<file path="src/rtl/multiword_add_seq_if.sv">
// Start/result handshake bundle for multiword_add_seq.
// The op_sub signal exists only when MWADD_SUB_EN is defined.
interface multiword_add_seq_if #(
  parameter int N     = 4,
  parameter int WORDS = 4
);
  localparam int W = N * WORDS;

  logic         start_valid;
  logic         start_ready;
  logic [W-1:0] a;
  logic [W-1:0] b;
  logic         cin;
`ifdef MWADD_SUB_EN
  logic         op_sub;
`endif
  logic         res_valid;
  logic         res_ready;
  logic [W-1:0] sum;
  logic         cout;
  logic         busy;

  modport master (
`ifdef MWADD_SUB_EN
    output op_sub,
`endif
    output start_valid, a, b, cin, res_ready,
    input  start_ready, res_valid, sum, cout, busy
  );

  modport slave (
`ifdef MWADD_SUB_EN
    input  op_sub,
`endif
    input  start_valid, a, b, cin, res_ready,
    output start_ready, res_valid, sum, cout, busy
  );
endinterface

</file>
<file path="src/rtl/multiword_add_seq.sv">
// WORDS*N-bit adder built from one N-bit parallel-prefix slice reused over WORDS cycles.
// Optional MWADD_SUB_EN adds an op_sub input selecting a - b instead of a + b + cin.

module para_carry_adder #(
  parameter int N = 4
) (
  input  logic [N-1:0] a,
  input  logic [N-1:0] b,
  input  logic         cin,
  output logic [N-1:0] sum,
  output logic         cout
);
  localparam int LEVELS = (N > 1) ? $clog2(N) : 0;

  logic [N-1:0] g;
  logic [N-1:0] p;
  logic [N-1:0] g_tree;
  logic [N-1:0] p_tree;
  logic [N:0]   c;

  generate
    for (genvar gi = 0; gi < N; gi++) begin : g_bit
      assign g[gi]   = a[gi] & b[gi];
      assign p[gi]   = a[gi] ^ b[gi];
      assign sum[gi] = p[gi] ^ c[gi];
    end
  endgenerate

  // Kogge-Stone prefix: after the last level bit i holds the group (G,P) of bits 0..i.
  always_comb begin
    g_tree = g;
    p_tree = p;
    for (int k = 0; k < LEVELS; k++) begin
      g_tree = g_tree | (p_tree & (g_tree << (1 << k)));
      p_tree = p_tree & ((p_tree << (1 << k)) | ~({N{1'b1}} << (1 << k)));
    end
  end

  assign c    = {g_tree | (p_tree & {N{cin}}), cin};
  assign cout = c[N];
endmodule

module multiword_add_seq #(
  parameter int N     = 4,
  parameter int WORDS = 4
) (
  input  logic                clk,
  input  logic                rst,
  multiword_add_seq_if.slave  bus
);
  localparam int W  = N * WORDS;
  localparam int CW = (WORDS > 1) ? $clog2(WORDS) : 1;

  localparam logic [1:0] ST_IDLE = 2'd0;
  localparam logic [1:0] ST_RUN  = 2'd1;
  localparam logic [1:0] ST_DONE = 2'd2;

  logic [1:0]    state_reg, state_next;
  logic [W-1:0]  a_sh_reg, a_sh_next;
  logic [W-1:0]  b_sh_reg, b_sh_next;
  logic          carry_reg, carry_next;
  logic [CW-1:0] cnt_reg, cnt_next;
  logic [W-1:0]  sum_reg, sum_next;
  logic          cout_reg, cout_next;

  logic [N-1:0]  slice_sum;
  logic          slice_cout;
  logic [W-1:0]  b_in;
  logic          carry_in;
  logic          accept;
  logic          last_slice;
  logic [W-1:0]  sum_shift;

  para_carry_adder #(.N(N)) u_slice (
    .a    (a_sh_reg[N-1:0]),
    .b    (b_sh_reg[N-1:0]),
    .cin  (carry_reg),
    .sum  (slice_sum),
    .cout (slice_cout)
  );

`ifdef MWADD_SUB_EN
  // Two's complement subtract: a + ~b + 1; cout then reads as "no borrow".
  assign b_in     = bus.op_sub ? ~bus.b : bus.b;
  assign carry_in = bus.op_sub ? 1'b1 : bus.cin;
`else
  assign b_in     = bus.b;
  assign carry_in = bus.cin;
`endif

  assign accept     = bus.start_valid && (state_reg == ST_IDLE);
  assign last_slice = (cnt_reg == CW'(WORDS - 1));
  // New slice enters at the top so the LSB slice ends up at the bottom after WORDS steps.
  assign sum_shift  = (sum_reg >> N) | (W'(slice_sum) << (W - N));

  always_comb begin
    state_next = state_reg;
    a_sh_next  = a_sh_reg;
    b_sh_next  = b_sh_reg;
    carry_next = carry_reg;
    cnt_next   = cnt_reg;
    sum_next   = sum_reg;
    cout_next  = cout_reg;
    case (state_reg)
      ST_IDLE: begin
        if (accept) begin
          a_sh_next  = bus.a;
          b_sh_next  = b_in;
          carry_next = carry_in;
          cnt_next   = '0;
          state_next = ST_RUN;
        end
      end
      ST_RUN: begin
        sum_next   = sum_shift;
        a_sh_next  = a_sh_reg >> N;
        b_sh_next  = b_sh_reg >> N;
        carry_next = slice_cout;
        cnt_next   = cnt_reg + CW'(1);
        if (last_slice) begin
          cout_next  = slice_cout;
          state_next = ST_DONE;
        end
      end
      ST_DONE: begin
        if (bus.res_ready) begin
          state_next = ST_IDLE;
        end
      end
      default: state_next = ST_IDLE;
    endcase
  end

  always_ff @(posedge clk) begin
    if (rst) begin
      state_reg <= ST_IDLE;
      a_sh_reg  <= '0;
      b_sh_reg  <= '0;
      carry_reg <= 1'b0;
      cnt_reg   <= '0;
      sum_reg   <= '0;
      cout_reg  <= 1'b0;
    end else begin
      state_reg <= state_next;
      a_sh_reg  <= a_sh_next;
      b_sh_reg  <= b_sh_next;
      carry_reg <= carry_next;
      cnt_reg   <= cnt_next;
      sum_reg   <= sum_next;
      cout_reg  <= cout_next;
    end
  end

  assign bus.start_ready = (state_reg == ST_IDLE);
  assign bus.res_valid   = (state_reg == ST_DONE);
  assign bus.busy        = (state_reg != ST_IDLE);
  assign bus.sum         = sum_reg;
  assign bus.cout        = cout_reg;
endmodule

</file>
<file path="src/flat_wrapper.sv">
// flat-port wrapper written by rule: the top's interface ports become plain ports
module multiword_add_seq_flat 
#(
  parameter int N     = 4,
  parameter int WORDS = 4
)
  (clk, rst, bus_start_valid, bus_a, bus_b, bus_cin, bus_res_ready, bus_start_ready, bus_res_valid, bus_sum, bus_cout, bus_busy);
  multiword_add_seq_if #(.N(N), .WORDS(WORDS)) bus_i ();
  input  logic clk;
  input  logic rst;
  input wire logic [$bits(bus_i.start_valid)-1:0] bus_start_valid;
  input wire logic [$bits(bus_i.a)-1:0] bus_a;
  input wire logic [$bits(bus_i.b)-1:0] bus_b;
  input wire logic [$bits(bus_i.cin)-1:0] bus_cin;
  input wire logic [$bits(bus_i.res_ready)-1:0] bus_res_ready;
  output wire logic [$bits(bus_i.start_ready)-1:0] bus_start_ready;
  output wire logic [$bits(bus_i.res_valid)-1:0] bus_res_valid;
  output wire logic [$bits(bus_i.sum)-1:0] bus_sum;
  output wire logic [$bits(bus_i.cout)-1:0] bus_cout;
  output wire logic [$bits(bus_i.busy)-1:0] bus_busy;
  assign bus_i.start_valid = bus_start_valid;
  assign bus_i.a = bus_a;
  assign bus_i.b = bus_b;
  assign bus_i.cin = bus_cin;
  assign bus_i.res_ready = bus_res_ready;
  assign bus_start_ready = bus_i.start_ready;
  assign bus_res_valid = bus_i.res_valid;
  assign bus_sum = bus_i.sum;
  assign bus_cout = bus_i.cout;
  assign bus_busy = bus_i.busy;
  multiword_add_seq #(.N(N), .WORDS(WORDS)) u_core (.clk(clk), .rst(rst), .bus(bus_i));
endmodule
</file>
<file path="config.mk">
export PLATFORM = sky130hd
export DESIGN_NAME = multiword_add_seq_flat
export DESIGN_NICKNAME = d
export VERILOG_FILES = /design/src/rtl/multiword_add_seq_if.sv /design/src/rtl/multiword_add_seq.sv /design/src/flat_wrapper.sv
export SDC_FILE = /design/constraint.sdc
export NUM_CORES = 1
export LEC_CHECK = 0
export ABC_AREA = 1
export BUFFER_PORTS_ARGS = -buffer_cell sky130_fd_sc_hd__buf_4
export CAP_MARGIN = 20
export CORE_AREA = 8 8 80 82
export DETAILED_ROUTE_END_ITERATION = 10
export DIE_AREA = 0 0 88 90
export GPL_TIMING_DRIVEN = 1
export PLACE_DENSITY_LB_ADDON = 0.12
export SLEW_MARGIN = 10
export SYNTH_ARGS = -nofsm -noshare
export SYNTH_HDL_FRONTEND = slang
export SYNTH_HIERARCHICAL = 1
export SYNTH_SLANG_ARGS = --single-unit
export TNS_END_PERCENT = 10
</file>
<file path="constraint.sdc">
create_clock -name clk -period 1.7 [get_ports clk]
set_input_delay 0.085 -clock clk [delete_from_list [all_inputs] [get_ports clk]]
set_output_delay 0.085 -clock clk [all_outputs]
set_load 0.02 [all_outputs]
</file>
Word level (Yosys, flattened, before mapping)
Cells that the tools add are included.

operators by class
  $add $sub $neg = 1
  $mul = 0
  divide/modulo/power cells = 0
  order comparisons = 0
  equality and inequality tests = 6
  shift-type cells = 0
  mux-type cells = 12
  bitwise operators = 21
  reduce and logical (&&, ||, !) cells = 7

operators with widths
  kind                                                                     number
  16-bit one-hot mux with 2 select lines                                   2
  16-bit two-way mux                                                       2
  4-bit AND                                                                5
  12-bit by 16-bit bitwise OR with 16-bit output                           1
  4-bit bitwise OR                                                         3
  2-bit two-way mux                                                        4
  1-bit bitwise XOR                                                        8
  2-bit one-hot mux with 3 select lines                                    1
  1-bit AND                                                                4
  2-bit == test, second input constant                                     2
  2-bit by 1-bit inequality test with 1-bit output, second input constant  2
  2-bit one-hot mux with 2 select lines                                    1
  2-bit AND reduction                                                      2
  2-bit nonzero test                                                       2
  3-bit AND reduction                                                      1
  2-bit by 1-bit adder with 2-bit output, second input constant            1
  2-bit by 1-bit == test with 1-bit output, second input constant          1
  2-bit logical NOT                                                        1
  2-bit inequality test, second input constant                             1
  1-bit one-hot mux with 2 select lines                                    1
  1-bit logical AND                                                        1
  1-bit two-way mux                                                        1

storage, ports and cells
  register bits after elaboration = 54
  bits in latches = 0
  bits in writable memories = 0
  memory bits (read-only) = 0
  output and inout port bits = 20
  memories = 0

Depth between registers and ports, before layout
Gate-level depths: netlist of run 1.

  word-level depth = 8
  mapped depth = 9
  mapped depth without buffers = 9

By module
Netlist of run 1, hierarchy kept.

by module, submodules not included
  module             times used  cells an instance  area an instance (um2)  seq. area each (um2)
  multiword_add_seq  1           384                2487.4                  1081.0
  para_carry_adder   1           31                 185.2                   0.0

Least setup slack after synthesis of run 1
OpenSTA, ideal clock, no wires.

  path type = register to register
  start point = register u_core.a_sh_reg[1]
  end point = register u_core.carry_reg
  setup time = 0.114 ns
  data arrival time = 1.247 ns
  slack = 0.340 ns
  cell stages (with the launch flop) = 10
  buffers on the path = 0
  path through = dfxtp_1 > ha_1 > a21oi_1 > nand2_1 > nand3_1 > nand2_1 > inv_1 > nand2_1 > a21oi_1 > nor2_1

between the ends
  cells in the longest elaborated chain, start to end = 7

ends and longest elaborated chain
  what                                       RTL line                  RTL
  start, declared                            multiword_add_seq.sv:59   logic [W-1:0] a_sh_reg, a_sh_next;
  start signal, assigned                     multiword_add_seq.sv:145  a_sh_reg <= a_sh_next;
  1-bit bitwise XOR                          multiword_add_seq.sv:24   assign p[gi] = a[gi] ^ b[gi];
  4-bit AND                                  multiword_add_seq.sv:34   g_tree = g_tree | (p_tree & (g_tree << (1 << k)));
  4-bit bitwise OR                           multiword_add_seq.sv:34
  4-bit AND                                  multiword_add_seq.sv:34
  4-bit bitwise OR                           multiword_add_seq.sv:34
  4-bit bitwise OR (*)                       multiword_add_seq.sv:39   assign c = {g_tree | (p_tree & {N{cin}}), cin};
  via u_core.slice_cout                      multiword_add_seq.sv:67   logic slice_cout;
  1-bit one-hot mux with 2 select lines (*)  multiword_add_seq.sv:104  case (state_reg)
  end signal, assigned                       multiword_add_seq.sv:147  carry_reg <= carry_next;
  end, declared                              multiword_add_seq.sv:61   logic carry_reg, carry_next;

The timed path passes the listed nets; every way through them passes the cells marked *.
A chain may end at the register's enable or synchronous reset.

Worst setup path after layout of run 1
Ends and elaborated chain as after synthesis.

==> results of run 1 <==
==> power by group <==
group	switching, mW	total [mW]	internal [mW]
Sequential	0.0608	1.44	1.38
Combinational	0.393	0.686	0.293
Clock	0.384	0.668	0.285
==> worst max-delay path by stage <==
stage                                          from                       endpoint  slack (ps)
floorplan           u_core/a_sh_reg[1]$_SDFFE_PP0P_  u_core/carry_reg$_SDFFE_PP0P_         340
global placement    u_core/a_sh_reg[1]$_SDFFE_PP0P_  u_core/carry_reg$_SDFFE_PP0P_         290
detailed placement  u_core/a_sh_reg[1]$_SDFFE_PP0P_  u_core/carry_reg$_SDFFE_PP0P_         260
CTS                 u_core/a_sh_reg[1]$_SDFFE_PP0P_  u_core/carry_reg$_SDFFE_PP0P_         240
global route        u_core/a_sh_reg[1]$_SDFFE_PP0P_  u_core/carry_reg$_SDFFE_PP0P_          70
finish              u_core/a_sh_reg[1]$_SDFFE_PP0P_  u_core/carry_reg$_SDFFE_PP0P_         260
==> metrics by stage <==
step                 util  setup slack (ps)  hold slack (ps)
floorplan               -               340              154
global placement    0.597               291              357
detailed placement  0.597               257              357
CTS                 0.611               239             28.3
global route        0.611              69.3             27.1
finish              0.611               256             38.1
==> worst max-delay path: stages, from the launching register on <==
cell     delay (ps)
dfxtp_1         320
ha_1            350
a21oi_1         180
nand2_1          90
nand3_1          70
nand2_1          70
inv_1            50
nand2_1          40
a21oi_1         130
nor2_1           50
==> cell usage in the layout (no fill, tap or decap), types with 2 or more instances in the layout <==
cell        n
nor2_1     62
nand3_1    13
dfxtp_1    54
inv_1      70
nand2_1   124
clkbuf_1    2
a21oi_1    39
o21ai_1    10
or2_0       2
o21ai_0     7
buf_4      64
clkbuf_8    5
ha_1        5
==> cells by family after synthesis <==
logic type | count (synthesis)
compound gates | 57
xor+xnor | 1
fa+ha+maj | 6
buf+inv | 93
flops | 54
simple gates | 204
==> final cells by class <==
class	instances	area [um^2]	share of cell area
multi-input cells	268	1190	0.371
flip-flops and latches	54	1080	0.338
repair buffers	65	500	0.156
inverters	71	267	0.0832
well taps	72	90.1	0.0281
clock buffers	7	76.3	0.0238
==> routing by layer <==
| metal | GRT usage | routed length (um) |
|---|---|---|
| met1 | 0.164 | 2660 |
| met2 | 0.258 | 2760 |
| met3 | 0.0346 | 299 |
| met4 | 0.0430 | 60 |
| met5 | 0 | 0 |
==> summary.txt, run 1 <==
Clock network
  – CTS Buf Count: 5
  – CTS tree: done
  – Hold buffers post-CTS: 0
  – Sink Count: between 50 and 60
  – Clk_lat worst skew: about 300 ps
  – Root Driver: clkbuf_8
  – # H-tree levels: 2
  – Post-CTS setup buffers: 0
  – Clock transition at path regs: roughly 90 ps
  – Post-CTS sizing: 0
  – Bufs on Longest Clock Path: 2

Hold path
  – Hold Path Depth: 4
  – Beginning of the worst hold path: bus_res_ready
  – Worst hold path type: input port to flop
  – Hold Path End: u_core/state_reg[1]$_SDFFE_PP0P_

Critical path
  – Crit. End Element: flop
  – Critical Path AT: 1650 ps
  – Reg2reg end: u_core/carry_reg$_SDFFE_PP0P_
  – RR Startpoint: u_core/a_sh_reg[1]$_SDFFE_PP0P_
  – Setup CP Type: flop to flop
  – Cells on worst reg2reg path: 9
  – Crit path max fanout: 5
  – R2R Setup Slk: approximately 260 ps
  – Startpoint Class: flop
  – Critical path data required time: 1910 ps

Cells and area
  – ANT cells: 0
  – Area Overhead vs Synth: 19.8%
  – Nets: around 500
  – Share of post-route cells with drive strength above 1: 0.159
  – Fill cell count: 550
  – Post-Layout Cell Count: between 500 and 600
  – Post-layout instance area: 3200 um^2

Detailed routing
  – Antenna Nets Post-Route: 0
  – DR vias: around 2500
  – Drt total wl: ~5800 um
  – Vias per cell: around 4.6
  – Drt drc: 0
  – First-pass DRT Iterations: 5
  – Starting DRT DRC Count: around 110
  – Routed len/inst: between 10 and 15 um

Logic synthesis
  – Combinational family with the most area after synthesis: simple AND/OR/NAND/NOR gates
  – Yosys cell types: 22
  – Area leader, netlist: dfxtp_1
  – Syn Std Cell Area: around 2700 um^2
  – Synth area leaders: dfxtp_1 (40%), nand2_1 (17%), inv_1 (9.8%)
  – Synth Instances: a little over 400
  – Post-synthesis adder-cell area fraction: 0.0309
  – Synth Area in Compound Gates: 0.111
  – Synth Area per Inst: about 6.4 um^2
  – Area share of xor/xnor cells in the synthesized design: 0.00328
  – Synthesized net count: 458
  – YS warnings: 6
  – Most used DFF post-synth: dfxtp_1
  – Mux contribution to synthesized area: 0
  – Post-synth EDFFs: 0
  – Synthesis-stage register bit count: 54
  – Count leader, synth: nand2_1
  – Top cell type's share of synthesized area: 0.404
  – Share of flip-flops with an asynchronous set or reset: 0
  – Simple-Gate Fraction of Synth Area: 0.299
  – Commonest cells in the netlist: nand2_1 (124), inv_1 (70), nor2_1 (62)
  – Seq/Total Area, Yosys: 0.404

Power
  – Maximum VDD drop: 0.511 mV
  – Pleak: around 1.7 nW
  – Tot Pwr: around 2.8 mW
  – PwrDens: a little under 900 nW/um^2

Timing
  – Worst Max-Slew Pin Slew: a little over 400 ps
  – RSZ-0062 raised after global routing: no
  – Fin Clk Skew: approximately 5.2 ps
  – Final max-slew violation count: 0
  – Final Hold Viols: 0
  – Finish-stage setup viols: 0
  – Fmax: between 600 and 700 MHz
  – Setup TNS: 0 ps
  – Slew margin rel.: 0.727
  – Tmin final: between 1000 and 1500 ps
  – Fin crit share: 0.849

Global route
  – Vias in the first global route: 2278
  – GRT Total Usage: 0.146
  – Pin count of the biggest net entering global routing: 45
  – Global-route wire length before repair: ~9500 um
  – Grt total ovfl: 0
  – Initial antenna violation count: 0

Die
  – I/O pin count: between 50 and 60
  – Initial Utilization: 0.510
  – Die footprint: 7920 um^2
  – Core area: roughly 5200 um^2
  – Die H: about 90 um
  – Std-Cell Rows: 27
  – Die width: between 80 and 90 um

Placed design
  – Placed cell areas: approximately 3100 um^2
  – IO buf count: between 50 and 60
  – Global placer's final weighted congestion: 0.775
  – Dpl hpwl: roughly 4200 um
  – Placed Cells incl. Taps: 530

Run status
  – Status: complete, no violations

Flow run
  – Max-cap violations: 0
Note: power is estimated with default switching activity, not from simulation.
==> run 2, diff against run 1 <==
--- a/config.mk
+++ b/config.mk
@@ -5,12 +5,12 @@
 export SDC_FILE = /design/constraint.sdc
 export NUM_CORES = 1
 export LEC_CHECK = 0
-export ABC_AREA = 1
+export ABC_AREA = 0
 export BUFFER_PORTS_ARGS = -buffer_cell sky130_fd_sc_hd__buf_4
 export CAP_MARGIN = 20
-export CORE_AREA = 8 8 80 82
+export CORE_AREA = 8 8 77 79
 export DETAILED_ROUTE_END_ITERATION = 10
-export DIE_AREA = 0 0 88 90
+export DIE_AREA = 0 0 85 87
 export GPL_TIMING_DRIVEN = 1
 export PLACE_DENSITY_LB_ADDON = 0.12
 export SLEW_MARGIN = 10
==> constraint.sdc (replaced) <==
create_clock -name clk -period 1.5 [get_ports clk]
set_input_delay 0.075 -clock clk [delete_from_list [all_inputs] [get_ports clk]]
set_output_delay 0.075 -clock clk [all_outputs]
set_load 0.02 [all_outputs]
==> run 2 against run 1 <==
- the flow now finishes with violations (negative setup slack)
- first-iteration DRC count up 15%
- clock skew down 0.55 ps
- critical endpoint unchanged
- synthesized area down 10%
- sequential share of layout area up 2.9 points
- power up 8.9%
- critical path type unchanged
- synthesized cell count down 38%
- final cell count down 32%
- fmax down 5.5%
==> summary.txt, run 2 <==
Run status
  – Status: finished with violations (was complete, no violations)
  – Failing checks: negative setup slack

Logic synthesis
  – Yosys cell types: 33 (was 22)
  – Syn Std Cell Area: 2400 um^2 (was 2670 um^2)
  – Share of flip-flops with an asynchronous set or reset: 0 (unchanged)
  – YS warnings: 6 (unchanged)
  – Most used DFF post-synth: dfxtp_1 (unchanged)
  – Synth Area per Inst: 9.31 um^2 (was 6.44 um^2)
  – Area leader, netlist: dfxtp_1 (unchanged)
  – Seq/Total Area, Yosys: 0.450 (was 0.404)
  – Synth area leaders: dfxtp_1 (45%), o221a_1 (9.8%), a21oi_1 (9.6%) (was dfxtp_1 (40%), nand2_1 (17%), inv_1 (9.8%))
  – Synth Instances: 258 (was 415)
  – Post-synth EDFFs: 0 (unchanged)
  – Count leader, synth: dfxtp_1 (was nand2_1)
  – Commonest cells in the netlist: dfxtp_1 (54), a21oi_1 (46), nand2_1 (33) (was nand2_1 (124), inv_1 (70), nor2_1 (62))
  – Top cell type's share of synthesized area: 0.450 (was 0.404)
  – Synthesized net count: 301 (was 458)
  – Synthesis-stage register bit count: 54 (unchanged)

Timing
  – Final max-slew violation count: 0 (unchanged)
  – Fmax: 654 MHz (was 693 MHz)
  – Post-layout worst setup margin: -28.6 ps (was 256 ps)
  – Worst Max-Slew Pin Slew: 550 ps (was 409 ps)
  – Slew margin rel.: 0.634 (was 0.727)
  – Fin crit share: 1.02 (was 0.849)
  – Tmin final: 1530 ps (was 1440 ps)
  – Setup TNS: -28.6 ps (was 0 ps)
  – Fin Clk Skew: 4.65 ps (was 5.19 ps)
  – RSZ-0062 raised after global routing: yes (was no)
  – Finish-stage setup viols: 1 (was 0)
  – Final Hold Viols: 0 (unchanged)

Clock network
  – Clk_lat worst skew: 310 ps (was 300 ps)
  – CTS Buf Count: 5 (unchanged)
  – Root Driver: clkbuf_8 (unchanged)
  – Bufs on Longest Clock Path: 2 (unchanged)
  – Hold buffers post-CTS: 0 (unchanged)
  – # H-tree levels: 2 (unchanged)
  – CTS tree: done (unchanged)
  – Clock transition at path regs: 90 ps (about the same)
  – Sink Count: 54 (unchanged)

Die
  – Die H: 87 um (was 90 um)
  – Die footprint: 7400 um^2 (was 7920 um^2)
  – Core area: 4850 um^2 (was 5240 um^2)
  – I/O pin count: 57 (unchanged)
  – Initial Utilization: 0.495 (was 0.510)
  – Die width: 85 um (was 88 um)
  – Std-Cell Rows: 26 (was 27)

Power
  – Tot Pwr: 3.04 mW (was 2.79 mW)
  – Pleak: 1.23 nW (was 1.66 nW)
  – PwrDens: 1030 nW/um^2 (was 872 nW/um^2)
  – Maximum VDD drop: 0.476 mV (was 0.511 mV)

Cells and area
  – Nets: 353 (was 508)
  – Commonest non-fill, non-tap cell in the layout: buf_4 (was nand2_1)
  – Fill cell count: 441 (was 550)
  – Register Area: 1080 um^2 (about the same)
  – Area Overhead vs Synth: 23.2% (was 19.8%)
  – Multi-input logic area: 1080 um^2 (was 1190 um^2)
  – Share of post-route cells with drive strength above 1: 0.286 (was 0.159)
  – Post-layout instance area: 2960 um^2 (was 3200 um^2)
  – Most frequent cells in the layout: buf_4 (63), dfxtp_1 (52), a21oi_1 (45) (was nand2_1 (124), inv_1 (70), buf_4 (64))
  – ANT cells: 0 (unchanged)

Detailed routing
  – Drt drc: 0 (unchanged)
  – First-pass DRT Iterations: 4 (was 5)
  – Antenna Nets Post-Route: 0 (unchanged)
  – Starting DRT DRC Count: 128 (was 111)
  – DR vias: 1960 (was 2467)
  – Vias per cell: 5.34 (was 4.59)
  – Drt total wl: 5360 um (was 5780 um)
  – Routed len/inst: 14.6 um (was 10.8 um)

Global route
  – Grt total ovfl: 0 (unchanged)
  – Initial antenna violation count: 0 (unchanged)
  – GRT Total Usage: 0.152 (was 0.146)
  – Vias in the first global route: 1982 (was 2278)
  – Pin count of the biggest net entering global routing: 55 (was 45)
  – Global-route wire length before repair: 9240 um (was 9550 um)

Placed design
  – Placed cell areas: 2810 um^2 (was 3130 um^2)
  – Dpl hpwl: 3680 um (was 4170 um)
  – Global placer's final weighted congestion: 0.749 (was 0.775)
  – IO buf count: 56 (unchanged)

Critical path
  – Startpoint Class: flop (unchanged)
  – Slowest CP cell: dfxtp_2 (was ha_1)
  – Critical path data required time: 1710 ps (was 1910 ps)
  – Critical Path AT: 1740 ps (was 1650 ps)
  – Crit path max fanout: 2 (was 5)
  – Setup CP Type: flop to flop (unchanged)
  – Crit. End Element: flop (unchanged)
  – Worst path max stage delay: 350 ps (about the same)
  – Critical Path, Cell by Cell: ha_4, a211oi_4, o21bai_2, a21o_1, inv_1, a21oi_2, o221a_1 (was ha_1, a21oi_1, nand2_1, nand3_1, nand2_1, inv_1, nand2_1, a21oi_1, nor2_1)

Flow run
  – Max-cap violations: 0 (unchanged)

Hold path
  – Worst hold path type: input port to flop (unchanged)
## run 2: cell types whose count changed after synthesis, sizes merged, moves of 12 or more
| cell | delta |
|---|---|
| nand3 | -12 |
| nand2 | -91 |
| nor2 | -51 |
| o21ai | -14 |
| o221a | +25 |
| inv | -40 |
## run 2: cell families (layout without fill, tap and decap cells)
family | Yosys count | in the layout | synth area share
compound gates | 85 | 85 | 0.260
xor+xnor | 3 | 3 | 0.0109
fa+ha+maj | 6 | 6 | 0.0344
buf+inv | 50 | 103 | 0.110
flops | 54 | 54 | 0.450
mux | 2 | 2 | 0.00834
simple gates | 58 | 58 | 0.126
## run 2: layout make-up
cell class	instances	share of cell area
clock buffer	8	0.0372
inverter	31	0.0393
multi-input combinational	154	0.367
sequential	54	0.366
tap	56	0.0237
timing repair buffer	64	0.167
## run 2: stage by stage
step / cells / hold slack (ps) / worst slack, ps / utilization
floorplan: 258 / 235 / 38.3 / -
global placement: 358 / 323 / -8.58 / 0.580
detailed placement: 358 / 333 / -37.2 / 0.580
CTS: 366 / 10.6 / 1.77 / 0.602
global route: 367 / 14.2 / -133 / 0.610
finish: 367 / 15.4 / -28.6 / 0.610
## run 2: worst max-delay path: cells and delay by family (launching register included)
family | cells | cell delay, ps
AOI/OAI and AO/OA | 5 | 770
buffers and inverters | 1 | 60
adders and majority gates | 1 | 240
DFF | 1 | 350
## run 2: path summary, 6_finish.rpt
check	startpoint	to	slack, ps	depth (start not counted)
hold / removal	bus_b[14]	u_core/b_sh_reg[14]$_SDFFE_PP0P_	20	3
setup reg to reg	u_core/b_sh_reg[0]$_SDFFE_PP0P_	u_core/carry_reg$_SDFFE_PP0P_	-30	7
setup / recovery	u_core/b_sh_reg[0]$_SDFFE_PP0P_	u_core/carry_reg$_SDFFE_PP0P_	-30	7
hold reg to reg	u_core/bus.sum[1]$_SDFFE_PP0P_	u_core/bus.sum[1]$_SDFFE_PP0P_	460	2
## run 2: power breakdown
group	switching, mW	internal, mW
Combinational	0.264	0.264
Clock	0.456	0.467
Sequential	0.0615	1.53
## run 2: layer usage
layer | share of wire | up-vias | track usage
li1 | - | 988 | -
met1 | 0.47 | 921 | 0.188
met2 | 0.47 | 45 | 0.250
met3 | 0.053 | 6 | 0.0481
met4 | 0.0099 | 0 | 0.0388
met5 | 0 | - | 0
## run 2: repair_timing
| item | in CTS | in global routing |
|---|---|---|
| setup buffers | 0 | 1 |
| cloned | 0 | 0 |
| setup endpoints to repair | 1 | 2 |
| gates resized for setup | 0 | 6 |
| pin swaps | 3 | 4 |
| endpoints found under the hold margin | 0 | 0 |
==> run 3, diff against run 2 <==
--- a/config.mk
+++ b/config.mk
@@ -5,15 +5,14 @@
 export SDC_FILE = /design/constraint.sdc
 export NUM_CORES = 1
 export LEC_CHECK = 0
-export ABC_AREA = 0
+export ABC_AREA = 1
 export BUFFER_PORTS_ARGS = -buffer_cell sky130_fd_sc_hd__buf_4
 export CAP_MARGIN = 20
-export CORE_AREA = 8 8 77 79
+export CORE_AREA = 8 8 83 85
 export DETAILED_ROUTE_END_ITERATION = 10
-export DIE_AREA = 0 0 85 87
+export DIE_AREA = 0 0 91 93
 export GPL_TIMING_DRIVEN = 1
 export PLACE_DENSITY_LB_ADDON = 0.12
-export SLEW_MARGIN = 10
 export SYNTH_ARGS = -nofsm -noshare
 export SYNTH_HDL_FRONTEND = slang
 export SYNTH_HIERARCHICAL = 1
==> constraint.sdc (replaced) <==
create_clock -name clk -period 1.4 [get_ports clk]
set_input_delay 0.07 -clock clk [delete_from_list [all_inputs] [get_ports clk]]
set_output_delay 0.07 -clock clk [all_outputs]
set_load 0.02 [all_outputs]
==> run 3 against run 2 <==
- the flow now finishes without violations
- critical path depth is 2 higher
- clock-buffer cell count unchanged
- power increased by 20%
- cell area is 13% higher
- final cell count grew 49%
- worst setup slack improved by 95 ps
- global-route usage down 0.34 points
- clock power rose by 8.1%
- routed wire length is 13% higher
- highest routed layer unchanged
- largest power group unchanged
==> summary.txt, run 3 (same netlist as run 1, synthesis figures left out) <==
Run status
  – Status: complete, no violations (was finished with violations)

Clock network
  – Bufs on Longest Clock Path: 2 (unchanged)
  – Clk_lat worst skew: 310 ps (about the same)
  – Root Driver: clkbuf_8 (unchanged)
  – Sink Count: 54 (unchanged)
  – CTS tree: done (unchanged)
  – # H-tree levels: 2 (unchanged)
  – Clock transition at path regs: 90 ps (about the same)
  – CTS Buf Count: 5 (unchanged)

Placed design
  – IO buf count: 56 (unchanged)
  – Global placer's final weighted congestion: 0.748 (was 0.749)
  – Dpl hpwl: 4190 um (was 3680 um)
  – Placed Cells incl. Taps: 537 (was 358)
  – Placed cell areas: 3180 um^2 (was 2810 um^2)

Timing
  – RSZ-0062 raised after global routing: yes (unchanged)
  – Fin crit share: 0.952 (was 1.02)
  – Fmax: 750 MHz (was 654 MHz)
  – Finish-stage setup viols: 0 (was 1)
  – Worst Max-Slew Pin Slew: 272 ps (was 550 ps)
  – Final Hold Viols: 0 (unchanged)
  – Tmin final: 1330 ps (was 1530 ps)
  – Final max-slew violation count: 0 (unchanged)
  – Worst hold slack: 25.4 ps (was 15.4 ps)
  – Fin Clk Skew: 6.06 ps (was 4.65 ps)
  – Slew margin rel.: 0.819 (was 0.634)

Cells and area
  – Share of post-route cells with drive strength above 1: 0.197 (was 0.286)
  – Post-layout instance area: 3340 um^2 (was 2960 um^2)
  – Commonest non-fill, non-tap cell in the layout: nand2_1 (was buf_4)
  – Fill cell count: 579 (was 441)
  – Util after Layout: 0.589 (was 0.610)
  – Post-Layout Cell Count: 546 (was 367)
  – Nets: 513 (was 353)
  – Area Overhead vs Synth: 25.1% (was 23.2%)
  – Most frequent cells in the layout: nand2_1 (124), inv_1 (70), buf_4 (67) (was buf_4 (63), dfxtp_1 (52), a21oi_1 (45))
  – ANT cells: 0 (unchanged)

Detailed routing
  – DR vias: 2492 (was 1960)
  – Vias per cell: 4.56 (was 5.34)
  – Drt drc: 0 (unchanged)
  – First-pass DRT Iterations: 5 (was 4)
  – Drt total wl: 6060 um (was 5360 um)
  – Starting DRT DRC Count: 119 (was 128)
  – Routed len/inst: 11.1 um (was 14.6 um)
  – Antenna Nets Post-Route: 0 (unchanged)

Die
  – Die H: 93 um (was 87 um)
  – Die width: 91 um (was 85 um)
  – Initial Utilization: 0.471 (was 0.495)
  – Core area: 5680 um^2 (was 4850 um^2)
  – Die footprint: 8460 um^2 (was 7400 um^2)
  – I/O pin count: 57 (unchanged)
  – Std-Cell Rows: 28 (was 26)

Power
  – Maximum VDD drop: 0.458 mV (was 0.476 mV)
  – Tot Pwr: 3.65 mW (was 3.04 mW)
  – PwrDens: 1090 nW/um^2 (was 1030 nW/um^2)
  – Pleak: 1.71 nW (was 1.23 nW)

Critical path
  – Crit path max fanout: 3 (was 2)
  – Crit. End Element: flop (unchanged)
  – Critical path data required time: 1610 ps (was 1710 ps)
  – Critical Path AT: 1540 ps (was 1740 ps)
  – Cells on worst reg2reg path: 9 (was 7)
  – Startpoint Class: flop (unchanged)
  – Setup CP Type: flop to flop (unchanged)

Global route
  – Vias in the first global route: 2480 (was 1982)
  – GRT Total Usage: 0.149 (was 0.152)
  – Global-route wire length before repair: 10600 um (was 9240 um)
  – Pin count of the biggest net entering global routing: 53 (was 55)
  – Initial antenna violation count: 0 (unchanged)
  – Grt total ovfl: 0 (unchanged)

Flow run
  – Max-cap violations: 0 (unchanged)

Hold path
  – Worst hold path type: input port to flop (unchanged)
  – Hold Path Depth: 4 (was 3)
==> run 3: cell types whose count changed in the layout (fill, tap and decap cells not counted), moves of 9 or more <==
cell / previous run / this run
a21oi_1: 45 / 36
inv_1: 31 / 70
nand2_1: 33 / 124
nand3_1: 1 / 12
nor2_1: 9 / 62
o21ai_1: 0 / 11
o221a_1: 21 / 0
==> run 3: what timing repair did <==
action,CTS,global route
setup endpoints to repair,5,3
pin swaps,2,4
hold buffers,0,0
setup buffers,1,0
hold endpoints to repair,0,0
resized for setup,4,9
==> run 3: layer usage <==
layer | vias up | GRT usage | routed length [um]
met5 | - | 0 | 0
met4 | 0 | 0.0450 | 70
met3 | 6 | 0.0457 | 305
met2 | 49 | 0.265 | 2870
met1 | 1092 | 0.167 | 2810
li1 | 1345 | - | -
==> run 3: layout make-up <==
class	count	area [um^2]	area share
clock buffer	8	110	0.0329
multi-input combinational	268	1220	0.365
tap	75	93.8	0.0281
sequential	54	1090	0.326
timing repair buffer	70	563	0.168
inverter	71	267	0.0797
==> run 3: through the flow <==
step | worst slack, ps | TNS, ps
6_report | 66.9 | 0
5_1_grt | -54.0 | -95.3
4_1_cts | 15.6 | 0
3_5_place_dp | -8.97 | -8.97
3_3_place_gp | 37.7 | 0
2_1_floorplan | 39.6 | 0
==> run 3: report_power, final <==
part / switching, mW / internal (mW) / total (mW)
combinational: 0.496 / 0.403 / 0.899
clock: 0.498 / 0.500 / 0.998
sequential: 0.0788 / 1.67 / 1.75
==> run 3: path summary, 6_finish.rpt <==
kind / start / end / slack (ps)
min reg2reg: u_core/b_sh_reg[15]$_SDFFE_PP0P_ / u_core/b_sh_reg[15]$_SDFFE_PP0P_ / 470
min: bus_res_ready / u_core/state_reg[1]$_SDFFE_PP0P_ / 30
max: u_core/b_sh_reg[1]$_SDFFE_PP0P_ / u_core/carry_reg$_SDFFE_PP0P_ / 70
max reg2reg: u_core/b_sh_reg[1]$_SDFFE_PP0P_ / u_core/carry_reg$_SDFFE_PP0P_ / 70
==> run 3: worst max-delay path, cell delays in order, from the launching register on <==
cell and delay (ps):
dfxtp_2 340, ha_4 250, a21oi_2 160, nand2_1 90, nand3_1 70, nand2_1 70
inv_1 50, nand2_1 50, a21oi_2 110, nor2_1 50
